===== config.mk =====
export PLATFORM = sky130hd
export DESIGN_NAME = alu_mul_sequencer
export DESIGN_NICKNAME = d
export VERILOG_FILES = /design/src/rtl/alu_pkg.sv /design/src/rtl/alu_mul_sequencer.sv
export SDC_FILE = /design/constraint.sdc
export NUM_CORES = 1
export LEC_CHECK = 0
export ABC_CLOCK_PERIOD_IN_PS = 1500
export CORE_MARGIN = 2
export CORE_UTILIZATION = 40
export CTS_CLUSTER_SIZE = 12
export DETAILED_ROUTE_END_ITERATION = 16
export GPL_TIMING_DRIVEN = 0
export PLACE_DENSITY = 0.82
export SYNTH_ARGS = -nofsm -noshare
export SYNTH_HDL_FRONTEND = slang
export SYNTH_SLANG_ARGS = --single-unit

===== constraint.sdc =====
create_clock -name clk -period 1.5 [get_ports clk]
set_input_delay 0.3 -clock clk [delete_from_list [all_inputs] [get_ports clk]]
set_output_delay 0.3 -clock clk [all_outputs]
set_load 0.1 [all_outputs]

===== src/rtl/alu_pkg.sv =====
// Shared ALU definitions: opcode constants and the multiply sequencer state encoding.
package alu_pkg;

    localparam logic [3:0] ALU_AND = 4'b0000;
    localparam logic [3:0] ALU_OR  = 4'b0001;
    localparam logic [3:0] ALU_ADD = 4'b0010;
    localparam logic [3:0] ALU_SUB = 4'b0110;
    localparam logic [3:0] ALU_SLT = 4'b0111;

    typedef enum logic [1:0] {
        MUL_IDLE = 2'd0,
        MUL_RUN  = 2'd1,
        MUL_DONE = 2'd2
    } mul_state_e;

endpackage


===== src/rtl/alu_mul_sequencer.sv =====
// Shift-add unsigned multiplier that borrows an external ALU (ADD) once per cycle.
// Optional MUL_HIGH_EN exposes the high half of the product on product_hi.
module alu_mul_sequencer
    import alu_pkg::*;
#(
    parameter int unsigned WIDTH = 64
) (
    input  logic             clk,
    input  logic             reset,
    input  logic             start,
    input  logic [WIDTH-1:0] op_a,
    input  logic [WIDTH-1:0] op_b,
    output logic             ready,
    output logic             busy,
    output logic             done,
    output logic [WIDTH-1:0] product_lo,
`ifdef MUL_HIGH_EN
    output logic [WIDTH-1:0] product_hi,
`endif
    output logic             product_zero,
    output logic [WIDTH-1:0] alu_a,
    output logic [WIDTH-1:0] alu_b,
    output logic [3:0]       alu_control,
    input  logic [WIDTH-1:0] alu_result,
    input  logic             alu_carry_out
);

    localparam int unsigned CNT_W = $clog2(WIDTH + 1);

    mul_state_e       state;
    logic [WIDTH-1:0] hi;
    logic [WIDTH-1:0] lo;
    logic [WIDTH-1:0] mcand;
    logic [CNT_W-1:0] cnt;

    // {carry, sum, lo} shifted right by one, low 2*WIDTH bits kept
    logic [WIDTH-1:0] next_hi;
    logic [WIDTH-1:0] next_lo;

    assign next_hi = {alu_carry_out, alu_result[WIDTH-1:1]};
    assign next_lo = {alu_result[0], lo[WIDTH-1:1]};

    always_comb begin
        alu_a       = '0;
        alu_b       = '0;
        alu_control = ALU_ADD;
        if (state == MUL_RUN) begin
            alu_a = hi;
            alu_b = lo[0] ? mcand : '0;
        end
    end

    always_ff @(posedge clk) begin
        if (reset) begin
            state        <= MUL_IDLE;
            hi           <= '0;
            lo           <= '0;
            mcand        <= '0;
            cnt          <= '0;
            ready        <= 1'b1;
            busy         <= 1'b0;
            done         <= 1'b0;
            product_lo   <= '0;
`ifdef MUL_HIGH_EN
            product_hi   <= '0;
`endif
            product_zero <= 1'b0;
        end else begin
            done <= 1'b0;
            case (state)
                MUL_IDLE: begin
                    if (start) begin
                        hi    <= '0;
                        lo    <= op_b;
                        mcand <= op_a;
                        cnt   <= CNT_W'(WIDTH);
                        state <= MUL_RUN;
                        ready <= 1'b0;
                        busy  <= 1'b1;
                    end
                end
                MUL_RUN: begin
                    hi  <= next_hi;
                    lo  <= next_lo;
                    cnt <= cnt - CNT_W'(1);
                    // Last step: publish the freshly shifted product as DONE is entered
                    if (cnt == CNT_W'(1)) begin
                        state        <= MUL_DONE;
                        busy         <= 1'b0;
                        done         <= 1'b1;
                        product_lo   <= next_lo;
`ifdef MUL_HIGH_EN
                        product_hi   <= next_hi;
`endif
                        product_zero <= ({next_hi, next_lo} == '0);
                    end
                end
                MUL_DONE: begin
                    state <= MUL_IDLE;
                    ready <= 1'b1;
                end
                default: begin
                    state <= MUL_IDLE;
                    ready <= 1'b1;
                    busy  <= 1'b0;
                end
            endcase
        end
    end

endmodule

* After elaboration in Yosys (flattened, before gate mapping)
Cells that the tools add are included.
** Storage, ports and cells
- Register bits :: 269
- Bits of input ports :: 196
- Output and inout port bits :: 200
- Logic and storage cells :: 46
** Operators by class
- Add/sub/neg operators :: 1
- Equal/unequal tests :: 5
- Mux-type cells :: 18
- Bitwise operators :: 2
- Reductions and logical operators :: 10
** Operators with widths (number)
- 64-bit two-way mux :: 5
- 64-bit case mux with 2 select lines :: 2
- 128-bit logical NOT :: 1
- 7-bit case mux with 2 select lines :: 1
- 2-bit AND reduction :: 5
- 7-bit by 1-bit == test with 1-bit output, second input constant :: 1
- 7-bit two-way mux :: 1
- 7-bit by 1-bit subtractor with 7-bit output, second input constant :: 1
- 1-bit two-way mux :: 4
- 2-bit two-way mux :: 2
- 2-bit case mux with 2 select lines :: 1
- 1-bit case mux with 3 select lines :: 1
- 3-bit AND reduction :: 1
- 2-bit by 1-bit == test with 1-bit output, second input constant :: 1
- 2-bit == test, second input constant :: 1
- 2-bit logical NOT :: 1
- 2-bit by 1-bit inequality test with 1-bit output, second input constant :: 1
- 2-bit inequality test, second input constant :: 1
- 1-bit NOT :: 2
- 1-bit case mux with 2 select lines :: 1
- 2-bit nonzero test :: 1
- 2-bit OR reduction :: 1

* Longest topological paths before layout
Gate-level depths: netlist of run 1.
- Depth after elaboration :: 3
- Depth in mapped cells :: 7
- Gate-level depth less buffers :: 6

* Worst setup path after synthesis of run 1
Ideal clock, no wire load.
- Kind :: register -> output
- Start :: register state[1]
- End :: output port alu_b[62]
- Arrival time :: 2028 ps
- Required time :: 1200 ps
- Slack :: -828 ps
- Cell stages (with the launch flop) :: 6
- Buffers on the path :: 3
- Cell sequence :: dfxtp_1 and2b_1 buf_2 clkbuf_1 clkbuf_1 and3_1
** On the way
- Cells in the longest elaborated chain, start to end :: 2
** RTL lines
- start, declared :: line alu_mul_sequencer.sv:30 : mul_state_e state;
- start signal, assigned :: line alu_mul_sequencer.sv:55 : state <= MUL_IDLE;
- start signal, assigned :: line alu_mul_sequencer.sv:77 : state <= MUL_RUN;
- start signal, assigned :: line alu_mul_sequencer.sv:88 : state <= MUL_DONE;
- 2-bit by 1-bit == test with 1-bit output :: line alu_mul_sequencer.sv:47 : if (state == MUL_RUN) begin
- 64-bit two-way mux :: line alu_mul_sequencer.sv:47
- end, declared :: line alu_mul_sequencer.sv:22 : output logic [WIDTH-1:0] alu_b,
No other way between the ends.

* Worst setup path after layout of run 1
Ends and elaborated chain as after synthesis.

==> flow_summary.ini, run 1 <==
[clock_tree]
holdBufCountCts = 0
cts_root_buffer = clkbuf_16
cts_sinks = 269
htreeDepth = 1
cts_inserted_buffers = 29
cts_tree = built
cts_buffer_depth = 3
clk_latency_ns = 0.56
cts.clk_slew.worst_paths_ns = 0.07

[route]
firstDrtPassIters = 5
wirelength_mm = 45.8
routedWlPerCell_um = 20.6
route.detailed.drc = 0
ant_nets = 0
via_count = 12246
drt_iter0_drc = 925
drt-vias-per-instance = 5.52

[grt]
grt_pass1_wl_mm = 68.5
grt-ovfl-total = 0
grt_pass1_vias = 11962
antenna_found_initial = 8
grt_usage_pct = 30.7
grt_max_degree = 15

[timing]
max-slew-margin-rel_pct = 45.4
fmax_mhz = 443
skew_ns = 0.0159
setup_viol = 374
finalCritPeriodShare_pct = 151
hold_viol = 0
layout_min_cycle_time_ns = 2.26
rsz0062_at_grt = true
finalMaxSlewViolations = 0
tightest_slew_ns = 0.818
fin_ws_ns = -0.758
timing.hold.ws_ns = 0.297

[die]
ios = 396
start_util_pct = 40.4
core-area_um2 = 26700
placementRows = 60
dieHeight_um = 168
chipWidth_um = 168
dieArea_um2 = 28300

[power]
power_frac_comb_pct = 20.3
p_seq_share_pct = 41.7
p_sw_w = 0.00542
powerDensity_nw_per_um2 = 982
clkPwrFrac_pct = 38.0
irDropWorstVdd_mv = 0.726
p_int_w = 0.0135
p_leak_nw = 7.36
p_sw_share_pct = 28.7

[worst_setup_path]
crit_top_cell = clkbuf_16
cp-end-kind = output port
cp_cell_sequence = and2b_1 > buf_6 > clkbuf_16 > clkbuf_16 > and3_4 > buf_12
worst_path_max_delay_cell = dfxtp_4
worst-setup-path-type = flop to output port
crit_fanout = 7
cp.buffers_inverters = 4
critPathTopFamily = buffers and inverters
max_stage_delay_ns = 0.34
required_ns = 1.20
crit_path_start_kind = flop
cp.arrival_ns = 1.96

[synthesis]
synthArstFlopShare_pct = 0
ys_seq_elements = 269
syn_area_per_cell_um2 = 7.79
syn_area_um2 = 10800
yosys.area.top_type_share_pct = 49.9
ys_seq_area_share_pct = 49.9
ys.flop_type = dfxtp_1
syn_inst = 1386
yosys-top-cells-area = dfxtp_1 50%, nand2_1 13%, a21oi_1 12%, a22oi_1 4.5%, and3_1 3.8%
synth.largest_area_cell = dfxtp_1
synth.distinct_cells = 34
synth_edf_count = 0
synth_warnings = 0

[cells_and_area]
final_cell_area_um2 = 19200
final_nets = 2051
final_cell_mix = 378 x nand2_1, 267 x dfxtp_1, 255 x a21oi_1, 194 x clkdlybuf4s50_1, 130 x buf_12
final_common_cell = nand2_1
area_growth_pct = 78.1
final_layout_size_suffix_gt1_share_pct = 29.5
n_fill_cell = 1902

[outcome]
violations = negative setup slack
outcome = complete, but fails checks

[job]
maxCapViolations = 0

[placed_design]
gp_congestion = 0.911
placed_cell_area_um2 = 15500
hpwlAfterDp_mm = 30.5
port-buffer-count = 390

[min_path]
hp-class = primary input to flop
[worst paths after layout]
kind,slack (ns),end,depth (start not counted),start
worst min-delay path,0.30,mcand[15],3,op_a[15]
worst max register to register,-0.35,cnt[5],6,state[1]
worst max-delay path,-0.76,alu_b[62],6,state[1]
worst min register to register,0.45,mcand[54],2,mcand[54]
[flip-flops by register name, summed over array words and instances, names as in the netlist]
| signal | count |
|---|---|
| product_zero | 1 |
| done | 1 |
| hi | 64 |
| product_lo | 64 |
| mcand | 64 |
| ready | 1 |
| busy | 1 |
| lo | 64 |
| cnt | 7 |
| state | 2 |
[cell families (layout without fill, tap and decap cells)]
family / count (synthesis) / in the layout / share of synthesized area [%]
compound gates: 335 / 335 / 17.2
simple gates: 649 / 649 / 27.8
buf+inv: 129 / 613 / 4.83
fa+ha+maj: 2 / 2 / 0.232
other cells: 2 / 11 / 0.0696
flops: 269 / 269 / 49.9
[metrics by stage]
| stage | power [W] | TNS, ns | utilization, % | cells | worst slack [ns] |
|---|---|---|---|---|---|
| 2_1_floorplan | 0.00967 | -23.28 | - | 1388 | -0.275 |
| 3_3_place_gp | 0.0109 | -396.61 | 57.9 | 2119 | -1.44 |
| 3_5_place_dp | 0.0109 | -405.16 | 57.9 | 2119 | -1.45 |
| 4_1_cts | 0.0187 | -109.60 | 70.6 | 2208 | -0.775 |
| 5_1_grt | 0.0195 | -139.60 | 71.9 | 2218 | -0.797 |
| 6_report | 0.0189 | -117.97 | 71.9 | 2220 | -0.758 |
[synthesized netlist by cell type (all sizes together), types with 2 or more instances]
cell / count
and3: 65
or4: 3
dfxtp: 269
nand4: 9
nand3b: 3
nand2: 386
ha: 2
a22oi: 65
a21oi: 262
nor4: 34
conb: 2
inv: 3
and2: 64
buf: 29
clkbuf: 97
nor3: 2
nor2: 14
nand3: 65
[final cells by class]
type / count / area (um^2) / area share (%)
Multi-Input combinational cell: 990 / 5600 / 29.1
Timing Repair Buffer: 437 / 5680 / 29.5
Buffer: 123 / 1160 / 6.05
Sequential cell: 269 / 5390 / 28.0
Inverter: 3 / 11.3 / 0.0586
Clock inverter: 8 / 93.8 / 0.488
Antenna cell: 7 / 17.5 / 0.0911
Tap cell: 341 / 427 / 2.22
Clock buffer: 42 / 845 / 4.39
[timing repair]
| action | 4_1_cts | 5_1_grt |
|---|---|---|
| endpoints found under the setup margin | 464 | 424 |
| buffers inserted | 33 | 4 |
| gates resized for setup | 1824 | 87 |
| gates cloned | 8 | 2 |
| pin swaps | 16 | 40 |
[routing by layer]
layer,up-vias,part of all wire (%),global-route usage [%]
li1,5689,-,-
met1,5848,40,37.8
met2,562,48,51.8
met3,145,7.2,6.02
met4,2,5.2,14.5
met5,-,0.028,0
[worst register-to-register path: stages, from the launching register on]
cell      delay (ns)
dfxtp_4         0.34
buf_4           0.15
nand2b_1        0.16
buf_6           0.13
or4_4           0.44
or4_1           0.42
a21oi_1         0.14
[power groups by stage]
stage	registers [W]	logic [W]	clock network, W
2_1_floorplan	0.00798	0.00168	0
3_3_place_gp	0.00794	0.00291	0
3_5_place_dp	0.00797	0.00295	0
4_1_cts	0.00783	0.00365	0.00721
5_1_grt	0.00791	0.00404	0.00753
6_report	0.00787	0.00383	0.00718
Note: power is estimated with default switching activity, not from simulation.
==> run 2, diff against run 1 <==
Settings changed: CORE_UTILIZATION 40 to 42, CTS_BUF_LIST set to sky130_fd_sc_hd__clkbuf_8, PLACE_DENSITY 0.82 to 0.85.
==> run 2 against run 1 <==
The run still ends with negative setup slack left. Utilization grew 1.3 points. Setup slack gained 0.013 ns. First-iteration DRC count grew 9.6%. Combinational power shrank 7.8%. Count of clock-buffer cells in the layout grew 14. Sequential share of layout area grew 1.2 points. Critical path depth is the same. Clock power shrank 13%. Global-route usage shrank 0.20 points. Critical endpoint is now alu_b[59]. Highest routed layer is now met4.
==> flow_summary.ini, run 2 (synthesis results as in run 1) <==
[clock_tree]
cts_root_buffer = clkbuf_8
cts_sinks = 269
cts_buffer_depth = 3
cts.clk_slew.worst_paths_ns = 0.07
htreeDepth = 2
cts_inserted_buffers = 44
clk_latency_ns = 0.56
cts_tree = built
holdBufCountCts = 0

[power]
power.total_w = 0.0176
powerDensity_nw_per_um2 = 956
clkPwrFrac_pct = 35.4
p_seq_share_pct = 44.6
irDropWorstVdd_mv = 0.764
p_int_w = 0.0124
p_leak_nw = 7.23
power_frac_comb_pct = 20.0
p_sw_w = 0.00526
p_sw_share_pct = 29.8

[cells_and_area]
final_layout_size_suffix_gt1_share_pct = 23.1
n_fill_cell = 1789
final_cell_mix = 380 x nand2_1, 267 x dfxtp_1, 257 x a21oi_1, 194 x clkdlybuf4s50_1, 130 x buf_12
final_common_cell = nand2_1
multi_input_area_um2 = 5450
final_nets = 2050
seq_area_um2 = 5390
area_growth_pct = 70.7
fin_cells = 2216

[worst_setup_path]
crit_path_start_kind = flop
worst-setup-path-type = flop to output port
cp-end-kind = output port
crit_fanout = 10
startpoint = state[1]
cp.arrival_ns = 1.94
required_ns = 1.20
worst_r2r_startpoint = state[1]

[timing]
fin_ws_ns = -0.745
hold_viol = 0
tightest_slew_ns = 1.08
skew_ns = 0.0201
rsz0062_at_grt = true
max-slew-margin-rel_pct = 28.6
setup_viol = 437
finalMaxSlewViolations = 0
layout_min_cycle_time_ns = 2.24
fmax_mhz = 446
finalCritPeriodShare_pct = 150

[placed_design]
port-buffer-count = 390
dp_cells = 2108
hpwlAfterDp_mm = 30.2
gp_congestion = 0.896

[die]
core-area_um2 = 25200
chipWidth_um = 164
dieHeight_um = 164
start_util_pct = 42.9
dieArea_um2 = 27000
placementRows = 58
ios = 396

[grt]
grt_usage_pct = 30.5
grt-ovfl-total = 0
grt_pass1_vias = 11706
grt_pass1_wl_mm = 63.8
grt_max_degree = 12
antenna_found_initial = 4

[job]
maxCapViolations = 0

[route]
route.detailed.drc = 0
wirelength_mm = 44.1
firstDrtPassIters = 6
via_count = 12307
routedWlPerCell_um = 19.9
drt-vias-per-instance = 5.55
ant_nets = 0
drt_iter0_drc = 1014

[min_path]
hp-class = primary input to flop
holdCritStartpoint = op_a[12]

[outcome]
outcome = complete, but fails checks
violations = negative setup slack
[run 2: path summary, 6_finish.rpt]
kind / endpoint / cells past startpoint / slack, ns
max: alu_b[59] / 6 / -0.74
min: mcand[12] / 3 / 0.30
max reg2reg: product_lo[62] / 9 / -0.55
min reg2reg: product_lo[16] / 2 / 0.45
[run 2: power by group through the flow]
stage | sequential, W | combinational [W] | clock [W]
after floorplan | 0.00798 | 0.00168 | 0
after global placement | 0.00795 | 0.00289 | 0
after detailed placement | 0.00797 | 0.00294 | 0
after CTS | 0.00782 | 0.00315 | 0.00632
after global routing | 0.00789 | 0.00373 | 0.00665
final | 0.00785 | 0.00353 | 0.00624
[run 2: stage by stage]
stage	hold slack, ns	setup slack (ns)	utilization, %	TNS [ns]	cell area, um^2
2_1_floorplan	0.432	-0.275	-	-23.28	11100
3_3_place_gp	0.437	-1.44	61.4	-397.73	15500
3_5_place_dp	0.443	-1.42	61.4	-405.00	15500
4_1_cts	0.273	-0.745	69.9	-239.30	17600
5_1_grt	0.302	-0.794	73.2	-210.44	18400
6_report	0.300	-0.745	73.2	-182.30	18400
[run 2: area by class of cell]
class	count	area share [%]
inverters	3	0.0611
flip-flops and latches	269	29.2
well taps	330	2.24
multi-input cells	990	29.5
clock inverters	20	0.448
clock buffers	56	4.18
plain buffers	126	4.96
diodes	4	0.0543
repair buffers	418	29.3
[run 2: repair_timing]
| action | in CTS | in global routing |
|---|---|---|
| resized for setup | 1242 | 249 |
| buffers inserted | 3 | 23 |
| pin swaps | 7 | 33 |
| gates cloned | 0 | 2 |
| endpoints found under the setup margin | 464 | 465 |
[run 2: worst max-delay path, stage by stage, from the launching register on]
cell and delay (ns):
dfxtp_4 0.34, and2b_1 0.19, buf_6 0.14, buf_12 0.16
buf_8 0.14, and3_2 0.23, buf_12 0.18
[run 2: per-layer routing]
metal	vias to the layer above	GRT usage (%)	wire length [um]
li1	5680	-	-
met1	5834	36.5	17000
met2	635	51.1	21200
met3	158	6.92	3470
met4	0	16.0	2350
met5	-	0	0
